--- config.mk ---
export PLATFORM = sky130hd
export DESIGN_NAME = pipe_hazard_ctrl
export DESIGN_NICKNAME = d
export VERILOG_FILES = /design/src/rtl/pipe_hazard_ctrl_pkg.sv /design/src/rtl/pipe_hazard_ctrl_hazard_scoreboard.sv /design/src/rtl/pipe_hazard_ctrl.sv
export SDC_FILE = /design/constraint.sdc
export NUM_CORES = 1
export LEC_CHECK = 0
export ABC_AREA = 1
export CORE_UTILIZATION = 40
export CTS_CLUSTER_SIZE = 25
export DETAILED_ROUTE_END_ITERATION = 8
export GPL_ROUTABILITY_DRIVEN = 0
export HOLD_SLACK_MARGIN = 0.05
export PLACE_DENSITY = 0.71
export SYNTH_ARGS = -nofsm -noshare
export SYNTH_HDL_FRONTEND = slang
export SYNTH_SLANG_ARGS = --single-unit
--- constraint.sdc ---
create_clock -name i_clk -period 1.55 [get_ports i_clk]
set_input_delay 0.2325 -clock i_clk [delete_from_list [all_inputs] [get_ports i_clk]]
set_output_delay 0.2325 -clock i_clk [all_outputs]
set_load 0.02 [all_outputs]
--- src/rtl/pipe_hazard_ctrl_pkg.sv ---
// rtl/pipe_hazard_ctrl_pkg.sv - instruction IDs, FSM states, forward codes and decode helper
// Ports: none (package). Shared by pipe_hazard_ctrl and its scoreboard.
package pipe_hazard_ctrl_pkg;

  localparam int InstIDDepth = 8;
  localparam int RegAddrW    = 5;

  // Decoder instruction IDs; anything else is treated as a NOP.
  localparam logic [InstIDDepth-1:0] ID_NOP  = InstIDDepth'(0);
  localparam logic [InstIDDepth-1:0] ID_ADDI = InstIDDepth'(1);
  localparam logic [InstIDDepth-1:0] ID_ADD  = InstIDDepth'(2);
  localparam logic [InstIDDepth-1:0] ID_LUI  = InstIDDepth'(3);
  localparam logic [InstIDDepth-1:0] ID_BNE  = InstIDDepth'(4);
  localparam logic [InstIDDepth-1:0] ID_JAL  = InstIDDepth'(5);
  localparam logic [InstIDDepth-1:0] ID_LW   = InstIDDepth'(6);
  localparam logic [InstIDDepth-1:0] ID_SW   = InstIDDepth'(7);

  typedef enum logic [1:0] {
    ST_RUN        = 2'd0,
    ST_LOAD_STALL = 2'd1,
    ST_MEM_WAIT   = 2'd2,
    ST_REDIRECT   = 2'd3
  } state_e;

  localparam logic [1:0] FWD_RF  = 2'b00;
  localparam logic [1:0] FWD_MEM = 2'b01;
  localparam logic [1:0] FWD_WB  = 2'b10;

  typedef struct packed {
    logic                vld;
    logic [RegAddrW-1:0] rd;
    logic                is_load;
  } sb_entry_t;

  typedef struct packed {
    logic use_rs1;
    logic use_rs2;
    logic wr_rd;
    logic is_load;
  } dec_t;

  function automatic dec_t decode(input logic [InstIDDepth-1:0] id);
    dec_t d;
    d = '0;
    case (id)
      ID_ADDI: begin d.use_rs1 = 1'b1; d.wr_rd = 1'b1; end
      ID_ADD:  begin d.use_rs1 = 1'b1; d.use_rs2 = 1'b1; d.wr_rd = 1'b1; end
      ID_LUI:  d.wr_rd = 1'b1;
      ID_BNE:  begin d.use_rs1 = 1'b1; d.use_rs2 = 1'b1; end
      ID_JAL:  d.wr_rd = 1'b1;
      ID_LW:   begin d.use_rs1 = 1'b1; d.wr_rd = 1'b1; d.is_load = 1'b1; end
      ID_SW:   begin d.use_rs1 = 1'b1; d.use_rs2 = 1'b1; end
      default: d = '0;
    endcase
    return d;
  endfunction

endpackage

--- src/rtl/pipe_hazard_ctrl_hazard_scoreboard.sv ---
// rtl/pipe_hazard_ctrl_hazard_scoreboard.sv - EX/MEM/WB destination scoreboard with forwarding compare
// Ports:
//   i_clk, i_rst        clock, synchronous active-high reset
//   i_hold              freeze all three entries (data memory busy)
//   i_bubble            load an invalid entry into EX instead of the ID entry
//   i_id_entry          destination record of the instruction leaving ID
//   i_src_a, i_src_b    ID source registers to compare for forwarding
//   i_mem_load_fwd      allow forwarding a load result from MEM (load data now available)
//   o_sb_ex             current EX entry, used for load-use detection
//   o_fwd_a, o_fwd_b    operand source selects (FWD_RF / FWD_MEM / FWD_WB)
module pipe_hazard_ctrl_hazard_scoreboard
  import pipe_hazard_ctrl_pkg::*;
(
  input  logic                i_clk,
  input  logic                i_rst,
  input  logic                i_hold,
  input  logic                i_bubble,
  input  sb_entry_t           i_id_entry,
  input  logic [RegAddrW-1:0] i_src_a,
  input  logic [RegAddrW-1:0] i_src_b,
  input  logic                i_mem_load_fwd,
  output sb_entry_t           o_sb_ex,
  output logic [1:0]          o_fwd_a,
  output logic [1:0]          o_fwd_b
);

  sb_entry_t r_ex, r_mem, r_wb;
  logic      w_unused_wb_load;

  always_ff @(posedge i_clk) begin
    if (i_rst) begin
      r_ex  <= '0;
      r_mem <= '0;
      r_wb  <= '0;
    end else if (!i_hold) begin
      r_wb  <= r_mem;
      r_mem <= r_ex;
      r_ex  <= i_bubble ? '0 : i_id_entry;
    end
  end

  // WB data is always final, so its load flag is irrelevant for forwarding.
  assign w_unused_wb_load = r_wb.is_load;

  function automatic logic [1:0] fwd_sel(input logic [RegAddrW-1:0] src,
                                         input sb_entry_t mem_e,
                                         input sb_entry_t wb_e,
                                         input logic load_ok);
    logic [1:0] sel;
    sel = FWD_RF;
    if (src != '0) begin
      if (mem_e.vld && mem_e.rd == src && (!mem_e.is_load || load_ok))
        sel = FWD_MEM;
      else if (wb_e.vld && wb_e.rd == src)
        sel = FWD_WB;
    end
    return sel;
  endfunction

  assign o_sb_ex = r_ex;
  assign o_fwd_a = fwd_sel(i_src_a, r_mem, r_wb, i_mem_load_fwd);
  assign o_fwd_b = fwd_sel(i_src_b, r_mem, r_wb, i_mem_load_fwd);

endmodule

--- src/rtl/pipe_hazard_ctrl.sv ---
// rtl/pipe_hazard_ctrl.sv - RV32 pipeline stall/flush/redirect/forwarding controller
// Ports:
//   i_clk, i_rst                    clock, synchronous active-high reset
//   i_id_vld, i_id_instID           ID holds a valid instruction and its decoded ID
//   i_id_rs1, i_id_rs2, i_id_rd     register fields from the decoder
//   i_id_jmp_vld                    JAL in ID (IF already redirected)
//   i_ex_br_taken                   BNE in EX resolved taken
//   i_mem_busy                      data memory not ready, MEM holds
//   o_pc_stall, o_if_id_stall       hold PC / IF-ID register
//   o_if_id_flush, o_id_ex_bubble   squash IF-ID / insert NOP into ID-EX
//   o_redirect_vld                  IF loads the branch target this cycle
//   o_fwd_a, o_fwd_b                operand source selects for rs1 / rs2
//   o_state_dbg                     current FSM state
module pipe_hazard_ctrl
  import pipe_hazard_ctrl_pkg::*;
#(
  parameter int INST_ID_DEPTH = InstIDDepth,
  parameter int REG_ADDR_W    = RegAddrW
) (
  input  logic                     i_clk,
  input  logic                     i_rst,
  input  logic                     i_id_vld,
  input  logic [INST_ID_DEPTH-1:0] i_id_instID,
  input  logic [REG_ADDR_W-1:0]    i_id_rs1,
  input  logic [REG_ADDR_W-1:0]    i_id_rs2,
  input  logic [REG_ADDR_W-1:0]    i_id_rd,
  input  logic                     i_id_jmp_vld,
  input  logic                     i_ex_br_taken,
  input  logic                     i_mem_busy,
  output logic                     o_pc_stall,
  output logic                     o_if_id_stall,
  output logic                     o_if_id_flush,
  output logic                     o_id_ex_bubble,
  output logic                     o_redirect_vld,
  output logic [1:0]               o_fwd_a,
  output logic [1:0]               o_fwd_b,
  output logic [1:0]               o_state_dbg
);

  state_e    r_state, w_next;
  dec_t      w_dec;
  sb_entry_t w_id_entry, w_sb_ex;
  logic      w_br, w_jmp, w_lu;
  logic      w_stall, w_flush, w_bubble, w_redir;
  logic [1:0] w_fwd_a, w_fwd_b;

  assign w_dec = decode(i_id_instID);

  // x0 is never a real destination, so it never enters the scoreboard.
  assign w_id_entry.vld     = i_id_vld && w_dec.wr_rd && (i_id_rd != '0);
  assign w_id_entry.rd      = i_id_rd;
  assign w_id_entry.is_load = w_dec.is_load;

  // After a memory wait EX was frozen and re-raises its branch once running;
  // right after a redirect EX holds a bubble and ID holds a flushed slot.
  assign w_br  = i_ex_br_taken && (r_state == ST_RUN || r_state == ST_LOAD_STALL);
  assign w_jmp = i_id_jmp_vld && (r_state != ST_REDIRECT);

  assign w_lu = i_id_vld && w_sb_ex.vld && w_sb_ex.is_load &&
                ((w_dec.use_rs1 && i_id_rs1 == w_sb_ex.rd) ||
                 (w_dec.use_rs2 && i_id_rs2 == w_sb_ex.rd));

  // Every state resolves through one priority chain; the state only masks
  // events that cannot be genuine in that cycle.
  always_comb begin
    w_stall  = 1'b0;
    w_flush  = 1'b0;
    w_bubble = 1'b0;
    w_redir  = 1'b0;
    w_next   = ST_RUN;
    if (i_mem_busy) begin
      w_stall = 1'b1;
      w_next  = ST_MEM_WAIT;
    end else if (w_br) begin
      w_redir  = 1'b1;
      w_flush  = 1'b1;
      w_bubble = 1'b1;
      w_next   = ST_REDIRECT;
    end else if (w_lu) begin
      w_stall  = 1'b1;
      w_bubble = 1'b1;
      w_next   = ST_LOAD_STALL;
    end else if (w_jmp) begin
      w_flush = 1'b1;
    end
  end

  always_ff @(posedge i_clk) begin
    if (i_rst) r_state <= ST_RUN;
    else       r_state <= w_next;
  end

  pipe_hazard_ctrl_hazard_scoreboard u_sb (
    .i_clk          (i_clk),
    .i_rst          (i_rst),
    .i_hold         (i_mem_busy),
    .i_bubble       (w_bubble),
    .i_id_entry     (w_id_entry),
    .i_src_a        (i_id_rs1),
    .i_src_b        (i_id_rs2),
    .i_mem_load_fwd (r_state == ST_LOAD_STALL),
    .o_sb_ex        (w_sb_ex),
    .o_fwd_a        (w_fwd_a),
    .o_fwd_b        (w_fwd_b)
  );

  // Outputs are forced quiet for as long as reset is held.
  assign o_pc_stall     = w_stall  && !i_rst;
  assign o_if_id_stall  = w_stall  && !i_rst;
  assign o_if_id_flush  = w_flush  && !i_rst;
  assign o_id_ex_bubble = w_bubble && !i_rst;
  assign o_redirect_vld = w_redir  && !i_rst;
  assign o_fwd_a        = i_rst ? FWD_RF : w_fwd_a;
  assign o_fwd_b        = i_rst ? FWD_RF : w_fwd_b;
  assign o_state_dbg    = i_rst ? 2'(ST_RUN) : 2'(r_state);

endmodule

# [Yosys cells after proc, flatten, opt, wreduce, memory -nomap -nowiden]
# Index checks and enable logic that the tools add are counted.
[word_totals] reg_bits=22 in_bits=29 out_inout_bits=11 wordCells=85
[op_classes] n_eq_ne=15 mux=28 reduce_logical=32
[ops] op="8-bit by 3-bit equality test with 1-bit output, second input constant" count=4
[ops] op="5-bit equality test" count=6
[ops] op="2-bit 2-to-1 mux" count=11
[ops] op="1-bit logical AND" count=19
[ops] op="8-bit by 2-bit equality test with 1-bit output, second input constant" count=2
[ops] op="1-bit 2-to-1 mux" count=16
[ops] op="5-bit nonzero test" count=3
[ops] op="5-bit OR reduction" count=2
[ops] op="8-bit by 1-bit equality test with 1-bit output, second input constant" count=1
[ops] op="7-bit 2-to-1 mux" count=1
[ops] op="1-bit logical OR" count=3
[ops] op="3-bit OR reduction" count=1
[ops] op="2-bit by 1-bit equality test with 1-bit output, second input constant" count=1
[ops] op="1-bit logical NOT" count=2
[ops] op="2-bit logical NOT" count=1
[ops] op="2-bit inequality test, second input constant" count=1
[ops] op="2-bit OR reduction" count=1

# [Longest topological paths before layout]
# Gate-level depths: netlist of run 1.
[depth] depth_word=10 depth_mapped=11 ltp_nobuf=11

# [Cells and area by module]
# Synthesis of run 1 repeated with hierarchy kept, for this count alone.
[unflattened] hier_cells=291 hier_area_um2=1686.6
[by_module_without_submodules] module="pipe_hazard_ctrl_hazard_scoreboard" n_inst=1 cells_each=180 area_per_inst_um2=1173.6 seq_area_each_um2=400.4
[by_module_without_submodules] module="pipe_hazard_ctrl" n_inst=1 cells_each=111 area_per_inst_um2=513.0 seq_area_each_um2=40.0

# [Worst setup path before layout of run 1]
# OpenSTA, ideal clock, no wires.
[synth_path] kind="register to output" from="reg u_sb.r_ex (netlist bit u_sb.o_sb_ex[5])" to="out o_pc_stall" t_arrival_ps=1546 required_time_ps=1317 setup_slack_ps=-228 path_stages_with_launch=12 n_path_buf=1 path_cell_list="dfxtp_1 inv_1 nand2_1 nand2_1 nor2_1 nand2_1 nor2_2 nand2_1 nand2_2 nand3_1 a21oi_1 buf_4"
[synth_between] elab_chain_len=8 elab_cells_between_ends=10 cone_classes="eq/ne (2); mux (3); reduce/logical (5)"
[synth_lines] item="start, declared" line="pipe_hazard_ctrl_hazard_scoreboard.sv:27" source="sb_entry_t r_ex, r_mem, r_wb;"
[synth_lines] item="start signal, assigned" line="pipe_hazard_ctrl_hazard_scoreboard.sv:38" source="r_ex <= i_bubble ? '0 : i_id_entry;"
[synth_lines] item="5-bit equality test (on tied branches)" line="pipe_hazard_ctrl.sv:60, pipe_hazard_ctrl.sv:61"
[synth_lines] item="1-bit logical AND (on tied branches)" line="pipe_hazard_ctrl.sv:60, pipe_hazard_ctrl.sv:61"
[synth_lines] item="1-bit logical OR *" line="pipe_hazard_ctrl.sv:60" source="((w_dec.use_rs1 && i_id_rs1 == w_sb_ex.rd) ||"
[synth_lines] item="1-bit logical AND *" line="pipe_hazard_ctrl.sv:59" source="assign w_lu = i_id_vld && w_sb_ex.vld && w_sb_ex.is_load &&"
[synth_lines] item="1-bit 2-to-1 mux *" line="pipe_hazard_ctrl.sv:79" source="end else if (w_lu) begin"
[synth_lines] item="1-bit 2-to-1 mux *" line="pipe_hazard_ctrl.sv:74" source="end else if (w_br) begin"
[synth_lines] item="1-bit 2-to-1 mux *" line="pipe_hazard_ctrl.sv:71" source="if (i_mem_busy) begin"
[synth_lines] item="1-bit logical AND *"
[synth_lines] item="end, declared" line="pipe_hazard_ctrl.sv:30" source="output logic o_pc_stall,"
# Every way passes the cells marked *; elsewhere a longest branch is shown, timed or not.

# [Worst setup path in the final report of run 1]
[layout_path] from="reg u_sb.r_mem[2] in the netlist's numbering" to="out o_fwd_a[0]"
[layout_between] elab_chain_len=6
[layout_lines] item="start, declared" line="pipe_hazard_ctrl_hazard_scoreboard.sv:27"
[layout_lines] item="start signal, assigned" line="pipe_hazard_ctrl_hazard_scoreboard.sv:37" source="r_mem <= r_ex;"
[layout_lines] item="5-bit equality test" line="pipe_hazard_ctrl_hazard_scoreboard.sv:52" source="if (mem_e.vld && mem_e.rd == src && (!mem_e.is_load || load_ok))"
[layout_lines] item="1-bit logical AND (2 in a row)" line="pipe_hazard_ctrl_hazard_scoreboard.sv:52"
[layout_lines] item="2-bit 2-to-1 mux" line="pipe_hazard_ctrl_hazard_scoreboard.sv:52"
[layout_lines] item="2-bit 2-to-1 mux" line="pipe_hazard_ctrl_hazard_scoreboard.sv:51" source="if (src != '0) begin"
[layout_lines] item="2-bit 2-to-1 mux" line="pipe_hazard_ctrl.sv:113" source="assign o_fwd_a = i_rst ? FWD_RF : w_fwd_a;"
[layout_lines] item="end, declared" line="pipe_hazard_ctrl.sv:35" source="output logic [1:0] o_fwd_a,"
# Every way passes these cells.

==> metrics.md, run 1 <==
| Metric | Value |
|---|---|
| Routed wl met2 | `2.71 mm` |
| Worst-path clk slew | `0.13 ns` |
| Placed wire-length estimate | `3.60 mm` |
| Max layer used | `met4` |
| Final Critical Period | `between 1.5 and 2 ns` |
| CP peak stage delay | `around 0.36 ns` |
| Worst setup path endpoint | `o_fwd_a[0]` |
| Clock root buffer master | `clkbuf_4` |
| Total number of vias | `1966` |
| Ports | `40` |
| CTS Buffer Depth | `2` |
| Peak VDD IR | `0.000452 V` |
| Post-synth EDFFs | `0` |
| Critical path type | `flop to output pin` |
| Port Buf Inserts | `39` |
| Async set-or-reset flop fraction in the synthesized netlist | `0%` |
| CP Max Fanout | `3` |
| Share of layout cells above drive strength 1 | `41.0%` |
| Worst Path Arrival | `1.65 ns` |
| Max cap viols | `0` |
| Initial Util | `between 40% and 50%` |
| CP startpoint kind | `flop` |
| Most common cell after layout, fill and taps aside | `buf_4` |
| Worst Hold Depth | `3` |
| Worst r2r src | `u_sb.o_sb_ex[5]` |
| Hold WC Path Type | `primary input to flop` |
| Clk_lat worst skew | `around 0.33 ns` |
| CORE AREA | `3420 sq um` |
| Clock skew | `0.00855 ns` |
| Placed cell count | `~370` |
| Fin nets | `364` |
| Multi-input gate area | `between 900 and 1000 sq um` |
| Mapped Area | `1450 sq um` |
| Pre-CTS setup slack | `-0.886 ns` |
| Wire length of the first global-routing pass | `about 8.7 mm` |
| Sink Count | `22` |
| Antenna violations before repair | `0` |
| Storage cell area | `462 sq um` |
| Length of routed met3 wiring | `333 um` |
| Failing checks | `negative setup slack` |
| Netlist cell types | `30` |
| CTS tree | `built` |
| Crit path buf inv count | `3` |
| Critical-path cell with the highest stage delay | `dfxtp_2` |
| Mapped Nets | `259` |
| Final setup violation count | `8` |
| Met1 wire length | `~2.3 mm` |
| Fill count | `280` |
| Syn Inst Count | `230` |
| Register area share after synthesis | `30.4%` |
| RSZ-0062 raised after global routing | `true` |
| Crit path max-delay family | `simple AND/OR/NAND/NOR gates` |
| Start point of the critical path | `u_sb.r_mem[2]` |
| Inserted Diodes | `0` |
| Die W | `62.2 um` |
| PD cells | `618 nW/um^2` |
| Relative slew slack | `71.3%` |
| DRT Wirelength | `5.49 mm` |
| R2R Setup Slk | `0.12 ns` |
| Hold Vio Cnt, Final | `0` |
| Cts bufs inserted | `3` |
| RR Endpoint | `u_sb.o_sb_ex[2]` |
| Number of placement rows | `21` |
| Worst path required time | `1.32 ns` |
| Pin slew with the least headroom to its limit | `0.431 ns` |
| Drt drc | `0` |
| Period Utilization, post-route | `122%` |
| Die Area | `3870 sq um` |
| Critical Path End Type | `output pin` |
| Die Ht | `62.2 um` |
| Remaining Overflow, GRT | `0` |
| Vias in the first global route | `around 1900` |
| Layout area overhead | `75.2%` |
| Cell area after layout | `2540 sq um` |
| Htree depth | `1` |
| Pre-antenna DRT Iters | `4` |
| Final slew viol count | `0` |
| Most frequent CP cell | `buf_4` |
| FF+latch count, synth | `22` |
| Outcome | `complete, but fails checks` |
| Global Route Usage Sum | `28.5%` |
| R2R depth | `12` |
| Pin count of the biggest net entering global routing | `25` |
| CTS hold repair buffers | `0` |
| WP depth | `7` |
| Synth Flop Type | `dfxtp_1` |
| Avg Inst Size Synth | `6.30 sq um` |
| DP Area | `2310 sq um` |
| Ys Warns | `0` |
| Post-DRT Antenna Nets | `0` |
| Leak | `1.19 nW` |
| Layout Cells excl Fill | `380` |
| Initial DRC count | `162` |
| Critical path cell sequence | `inv_1 -> buf_4 -> o22ai_1 -> nor2_1 -> o2111ai_2 -> nor4_2 -> buf_4` |
| DR WL/cell | `14.4 um` |
| Max Fclk | `0.531 GHz` |
| Commonest cells after routing, fill and taps aside | `buf_4, nand2_1, nor2_1` |
| Vias per cell | `5.17` |
| Setup ws final | `-0.334 ns` |
-- state kept, by name, summed over array words and instances (netlist names) --
| name | flops |
|---|---|
| r_state | 2 |
| u_sb.r_wb | 6 |
| u_sb.r_mem | 7 |
| u_sb.o_sb_ex | 7 |
-- repair_timing --
| action | in CTS | in global routing |
|---|---|---|
| endpoints found under the setup margin | 11 | 10 |
| buffers inserted | 9 | 1 |
| endpoints found under the hold margin | 0 | 0 |
| pin swaps | 27 | 7 |
| resized for setup | 107 | 13 |
-- worst min-delay path by stage --
stage,startpoint,to,slack [ns]
6_report,i_id_rd[0],u_sb.o_sb_ex[1],0.50
3_3_place_gp,u_sb.r_mem[0],u_sb.r_mem[0],0.48
5_1_grt,i_id_rd[3],u_sb.o_sb_ex[4],0.50
3_5_place_dp,u_sb.r_mem[0],u_sb.r_mem[0],0.48
4_1_cts,i_rst,u_sb.o_sb_ex[5],0.49
2_1_floorplan,i_rst,u_sb.o_sb_ex[4],0.29
-- power breakdown --
group / total (mW) / switching (mW) / internal [mW]
Clock: 0.462 / 0.200 / 0.262
Combinational: 0.482 / 0.241 / 0.242
Sequential: 0.626 / 0.0306 / 0.595
-- cells in the mapped netlist, drive strengths merged, types with 2 or more instances --
| cell type | instances | area share (%) |
|---|---|---|
| nor2 | 30 | 8.3 |
| nor3 | 2 | 0.69 |
| clkbuf | 3 | 0.78 |
| o21ai | 14 | 4.8 |
| inv | 34 | 8.8 |
| xor2 | 2 | 1.2 |
| a21oi | 23 | 9.0 |
| o2111ai | 3 | 1.8 |
| o22ai | 8 | 3.5 |
| xnor2 | 6 | 3.6 |
| nand4 | 6 | 2.6 |
| a211oi | 3 | 1.6 |
| buf | 3 | 1.1 |
| nand2 | 49 | 14 |
| dfxtp | 22 | 30 |
| nand3 | 14 | 4.8 |
| nor4 | 4 | 1.7 |
-- area by class of cell --
class,instances,area share [%]
clock inverter,1,1.18
clock buffer,3,0.887
tap,46,2.27
inverter,35,5.27
timing repair buffer,106,33.2
multi-input combinational,167,39.0
sequential,22,18.2
-- logic make-up after synthesis --
family          count (synthesis)  share of synthesized area [%]
compound gates                 52                           21.2
xor+xnor                        8                           4.83
buf+inv                        41                           11.0
flops                          22                           30.4
simple gates                  107                           32.6
-- worst min-delay path: cells and delay by family --
family | cells | cell delay (ns)
AND/OR/NAND/NOR | 1 | 0.10
buffers and inverters | 1 | 0.42
AO/OA/AOI/OAI | 1 | 0.05
-- stage by stage --
step	util (%)	power (mW)	TNS, ns	hold slack (ns)
CTS	73.2	1.54	-2.15	0.493
detailed placement	67.8	1.06	-9.72	0.477
global route	74.4	1.64	-3.16	0.504
global placement	67.8	1.06	-9.53	0.475
finish	74.4	1.57	-2.39	0.505
floorplan	-	0.808	-0.0989	0.295
-- layer usage --
| layer | track usage (%) | vias to the layer above |
|---|---|---|
| met5 | 0 | - |
| met4 | 13.7 | 0 |
| met3 | 3.31 | 15 |
| met2 | 48.4 | 76 |
| met1 | 35.7 | 901 |
| li1 | - | 974 |
Power figures use the tool's default switching activity.
==> inputs of run 2 (changes only) <==
--- a/config.mk
+++ b/config.mk
@@ -9,9 +9,10 @@
 export CORE_UTILIZATION = 40
 export CTS_CLUSTER_SIZE = 25
 export DETAILED_ROUTE_END_ITERATION = 8
+export DONT_BUFFER_PORTS = 1
 export GPL_ROUTABILITY_DRIVEN = 0
 export HOLD_SLACK_MARGIN = 0.05
-export PLACE_DENSITY = 0.71
+export PLACE_DENSITY = 0.57
 export SYNTH_ARGS = -nofsm -noshare
 export SYNTH_HDL_FRONTEND = slang
 export SYNTH_SLANG_ARGS = --single-unit
==> metrics.md, run 2 (synthesis results as in run 1) <==
| Metric | Value |
|---|---|
| Outcome | `complete, but fails checks` |
| Failing checks | `negative setup slack` |
| Initial Util | `about 42%` |
| Remaining Overflow, GRT | `0` |
| Leak | `0.823 nW` |
| Pin count of the biggest net entering global routing | `17` |
| Clk_lat worst skew | `0.32 ns` |
| PD cells | `around 700 nW/um^2` |
| Clock root buffer master | `clkbuf_4` |
| Fin nets | `287` |
| CP Max Fanout | `3` |
| Share of power burned in registers | `between 40% and 50%` |
| Die Ht | `between 60 and 70 um` |
| Switching share of power | `between 20 and 30%` |
| CP peak stage delay | `0.39 ns` |
| Relative slew slack | `47.4%` |
| Sink Count | `22` |
| Placed wire-length estimate | `3.16 mm` |
| Initial DRC count | `98` |
| CTS tree | `built` |
| Layout area overhead | `38.7%` |
| Max Fclk | `0.519 GHz` |
| Crit path max-delay family | `simple AND/OR/NAND/NOR gates` |
| Commonest cells after routing, fill and taps aside | `nand2_1, nor2_1, inv_1, buf_4, a21oi_1` |
| Vias in the first global route | `roughly 1600` |
| Final Critical Period | `1.93 ns` |
| Placed cell count | `287` |
| Post-DRT Antenna Nets | `0` |
| Worst r2r src | `r_state[1]` |
| Gate power share | `between 20% and 30%` |
| Layout Cells excl Fill | `about 300` |
| Clock skew | `0.00857 ns` |
| Share of layout cells above drive strength 1 | `35.4%` |
| Hold Vio Cnt, Final | `0` |
| Port Buf Inserts | `0` |
| Number of placement rows | `21` |
| Internal | `between 1 and 1.5 mW` |
| Period Utilization, post-route | `124%` |
| Wire length of the first global-routing pass | `7.28 mm` |
| Most common cell after layout, fill and taps aside | `nand2_1` |
| Pin slew with the least headroom to its limit | `just under 0.8 ns` |
| Hold Crit Start | `i_id_rd[2]` |
| Clock share of power | `32.3%` |
| R2R Setup Slk | `approximately 0.04 ns` |
| Cell area after layout | `2010 sq um` |
| DP Area | `between 1500 and 2000 sq um` |
| Cts bufs inserted | `3` |
| Critical-path cell with the highest stage delay | `dfxtp_2` |
| Worst hold slack | `0.0482 ns` |
| Net load switching power | `a little under 400 uW` |
| Inserted Diodes | `0` |
| Worst Path Arrival | `1.70 ns` |
| Critical Path End Type | `output pin` |
| Max cap viols | `0` |
| RR Endpoint | `r_state[1]` |
| Worst Hold Depth | `2` |
| Hold path endpoint | `u_sb.o_sb_ex[3]` |
| R2R depth | `5` |
| DR WL/cell | `15.3 um` |
| Pre-antenna DRT Iters | `4` |
| Post-layout util | `roughly 59%` |
| DRT Wirelength | `between 4 and 5 mm` |
| Final slew viol count | `0` |
| Worst-path clk slew | `between 0.1 and 0.15 ns` |
| Pre-CTS setup slack | `-0.0814 ns` |
| Peak VDD IR | `0.000466 V` |
| Fill count | `341` |
| Vias per cell | `roughly 5.5` |
| Drt drc | `0` |
| RSZ-0062 raised after global routing | `true` |
| CP startpoint kind | `flop` |
| Die W | `62.2 um` |
| Htree depth | `1` |
| Critical path cell sequence | `inv_4 -> nand2_2 -> nand3_2 -> or3_4 -> nor4_4 -> buf_4` |
| Ports | `40` |
| Hold WC Path Type | `primary input to flop` |
| Die Area | `3870 sq um` |
| Final setup violation count | `8` |
| Critical path type | `flop to output pin` |
| Crit path buf inv count | `2` |
| Total number of vias | `1663` |
| Setup ws final | `-0.378 ns` |
| CTS Buffer Depth | `2` |
| Global Route Usage Sum | `24.0%` |
| Antenna violations before repair | `0` |
| Worst path required time | `1.32 ns` |
| CORE AREA | `3420 sq um` |
## run 2: power groups by stage
stage / clock network (mW) / logic (mW) / registers (mW)
final: 0.451 / 0.318 / 0.629
after global routing: 0.486 / 0.347 / 0.633
after CTS: 0.458 / 0.274 / 0.625
after detailed placement: 0 / 0.225 / 0.633
after global placement: 0 / 0.224 / 0.633
after floorplan: 0 / 0.182 / 0.626
## run 2: cell type report
cell class / instances / area (sq um) / share of cell area (%)
Tap cell: 46 / 57.6 / 2.86
Timing Repair Buffer: 29 / 251 / 12.5
Multi-Input combinational cell: 167 / 1040 / 51.8
Clock buffer: 3 / 22.5 / 1.12
Clock inverter: 1 / 30.0 / 1.49
Inverter: 35 / 143 / 7.09
Sequential cell: 22 / 465 / 23.1
## run 2: timing repair
item | CTS | global route
hold buffers | 3 | 1
gates resized for setup | 38 | 27
buffers inserted | 6 | 3
pin swaps | 14 | 16
setup endpoints to repair | 9 | 11
endpoints found under the hold margin | 16 | 7
## run 2: metrics by stage
stage               setup TNS [ns]  total power [mW]
floorplan                  -0.0989             0.808
global placement            -0.182             0.856
detailed placement          -0.163             0.858
CTS                          -2.04              1.36
global route                 -3.00              1.47
finish                       -2.05              1.40
## run 2: worst max-delay path by stage
stage               depth (start not counted)  slack, ns       endpoint            start
floorplan                                  11       -0.1     o_pc_stall  u_sb.o_sb_ex[5]
global placement                           11      -0.09  o_if_id_stall  u_sb.o_sb_ex[5]
detailed placement                         11      -0.08     o_pc_stall  u_sb.o_sb_ex[5]
CTS                                        11      -0.35     o_pc_stall  u_sb.o_sb_ex[5]
global route                                6      -0.46     o_fwd_b[0]    u_sb.r_mem[3]
finish                                      6      -0.38     o_fwd_b[0]    u_sb.r_mem[3]
## run 2: routing by layer
metal / up-vias / GRT usage [%] / share of wire, %
li1: 823 / - / -
met1: 778 / 30.6 / 46
met2: 54 / 40.8 / 49
met3: 8 / 4.60 / 4.3
met4: 0 / 6.98 / 1.1
met5: - / 0 / 0
==> inputs of run 3 (changes only) <==
--- a/config.mk
+++ b/config.mk
@@ -6,6 +6,7 @@
 export NUM_CORES = 1
 export LEC_CHECK = 0
 export ABC_AREA = 1
+export CORE_MARGIN = 8
 export CORE_UTILIZATION = 40
 export CTS_CLUSTER_SIZE = 25
 export DETAILED_ROUTE_END_ITERATION = 8
==> metrics.md, run 3 (synthesis results as in run 1) <==
| Metric | Value |
|---|---|
| Sink Count | `22` |
| CP peak stage delay | `0.41 ns` |
| Clk_lat worst skew | `0.32 ns` |
| Outcome | `complete, but fails checks` |
| DRT Wirelength | `4.55 mm` |
| Ports | `40` |
| Remaining Overflow, GRT | `0` |
| Final slew viol count | `0` |
| Initial DRC count | `107` |
| CP startpoint kind | `flop` |
| CTS tree | `built` |
| DR WL/cell | `15.1 um` |
| Antenna violations before repair | `0` |
| Final setup violation count | `8` |
| Critical Path End Type | `output pin` |
| Die W | `approximately 76 um` |
| PD cells | `716 nW/um^2` |
| Drt drc | `0` |
| Relative slew slack | `56.1%` |
| Global Route Usage Sum | `15.3%` |
| Die Area | `around 5800 sq um` |
| Pin slew with the least headroom to its limit | `0.653 ns` |
| Final Critical Period | `1.90 ns` |
| Hold WC Path Type | `primary input to flop` |
| Leak | `0.799 nW` |
| Multi-input gate area | `1010 sq um` |
| Port Buf Inserts | `0` |
| CTS Buffer Depth | `2` |
| Vias in the first global route | `between 1500 and 2000` |
| Die Ht | `76.2 um` |
| Layout Cells excl Fill | `301` |
| Vias per cell | `5.32` |
| Clock skew | `0.00216 ns` |
| Hold Vio Cnt, Final | `0` |
| Worst hold slack | `roughly 0.051 ns` |
| Commonest cells after routing, fill and taps aside | `nand2_1, nor2_1, inv_1` |
| Critical path type | `flop to output pin` |
| R2R Setup Slk | `0.12 ns` |
| Cts bufs inserted | `3` |
| Setup_tns | `-1.97 ns` |
| Htree depth | `1` |
| Placed cell count | `290` |
| Fin nets | `283` |
| Placed wire-length estimate | `3.25 mm` |
| Failing checks | `negative setup slack` |
| Worst-path clk slew | `0.14 ns` |
| Layout area overhead | `32.9%` |
| Setup ws final | `-0.346 ns` |
| Share of layout cells above drive strength 1 | `between 30% and 40%` |
| Worst Path Arrival | `1.66 ns` |
| Post-DRT Antenna Nets | `0` |
| Most common cell after layout, fill and taps aside | `nand2_1` |
| DP Area | `roughly 1600 sq um` |
| Pre-antenna DRT Iters | `4` |
| Pin count of the biggest net entering global routing | `16` |
| CORE AREA | `3580 sq um` |
| Critical-path cell with the highest stage delay | `dfxtp_4` |
| Wire length of the first global-routing pass | `7.52 mm` |
| Number of placement rows | `22` |
| Storage cell area | `457 sq um` |
| Most frequent CP cell | `nand2_1` |
| Max cap viols | `0` |
| Clock root buffer master | `clkbuf_4` |
| Inserted Diodes | `0` |
| Initial Util | `40.5%` |
| Worst path required time | `1.32 ns` |
| Max Fclk | `0.527 GHz` |
| Critical path cell sequence | `inv_2 -> nand2_1 -> nand2_1 -> nor2_1 -> nand2_1 -> nor2_2 -> nand2_1 -> nand2_2 -> nand3_2 -> a21oi_2 -> buf_12` |
| Cell area after layout | `1930 sq um` |
| Period Utilization, post-route | `122%` |
| Total number of vias | `between 1500 and 2000` |
| Peak VDD IR | `roughly 0.00040 V` |
| Fill count | `around 380` |
| CP Max Fanout | `4` |
| RSZ-0062 raised after global routing | `true` |
[run 3: timing repair]
action | 4_1_cts | 5_1_grt
pin swaps | 8 | 12
endpoints found under the setup margin | 9 | 9
buffers inserted | 3 | 1
resized for setup | 31 | 17
hold endpoints to repair | 16 | 7
hold buffers | 2 | 1
[run 3: final cells by class]
class	count	share of cell area [%]
clock buffers	3	1.17
clock inverters	1	1.56
inverters	35	6.82
multi-input cells	167	52.3
flip-flops and latches	22	23.7
well taps	48	3.12
repair buffers	25	11.4
[run 3: final timing paths]
kind                        start         endpoint  cells after the start
setup / recovery  u_sb.o_sb_ex[5]    o_if_id_stall                     11
hold / removal         i_id_rd[4]  u_sb.o_sb_ex[5]                      2
setup reg to reg       r_state[1]       r_state[1]                      4
hold reg to reg   u_sb.o_sb_ex[0]  u_sb.o_sb_ex[0]                      2
[run 3: per-layer routing]
metal	track usage, %	part of all wire [%]	vias to the layer above
li1	-	-	816
met1	18.9	44	731
met2	26.5	49	48
met3	2.59	5.7	6
met4	4.23	0.97	0
met5	0	0	-
[run 3: critical path, delay by kind of cell, from the launching register on]
family | cells | cell delay [ns]
and+or+nand+nor | 8 | 0.57
DFF | 1 | 0.41
buffers and inverters | 2 | 0.19
AOI/OAI and AO/OA | 1 | 0.18
[run 3: through the flow]
step / setup slack [ns] / util, % / power (mW)
final: -0.346 / 53.8 / 1.38
after global routing: -0.479 / 53.8 / 1.45
after CTS: -0.359 / 51.0 / 1.35
after detailed placement: -0.0757 / 46.0 / 0.859
after global placement: -0.0472 / 46.0 / 0.858
after floorplan: -0.0989 / - / 0.808
[run 3: report_power, final]
group	total, mW	internal (mW)	switching [mW]
Sequential	0.628	0.597	0.0306
Clock	0.456	0.261	0.194
Combinational	0.296	0.134	0.162
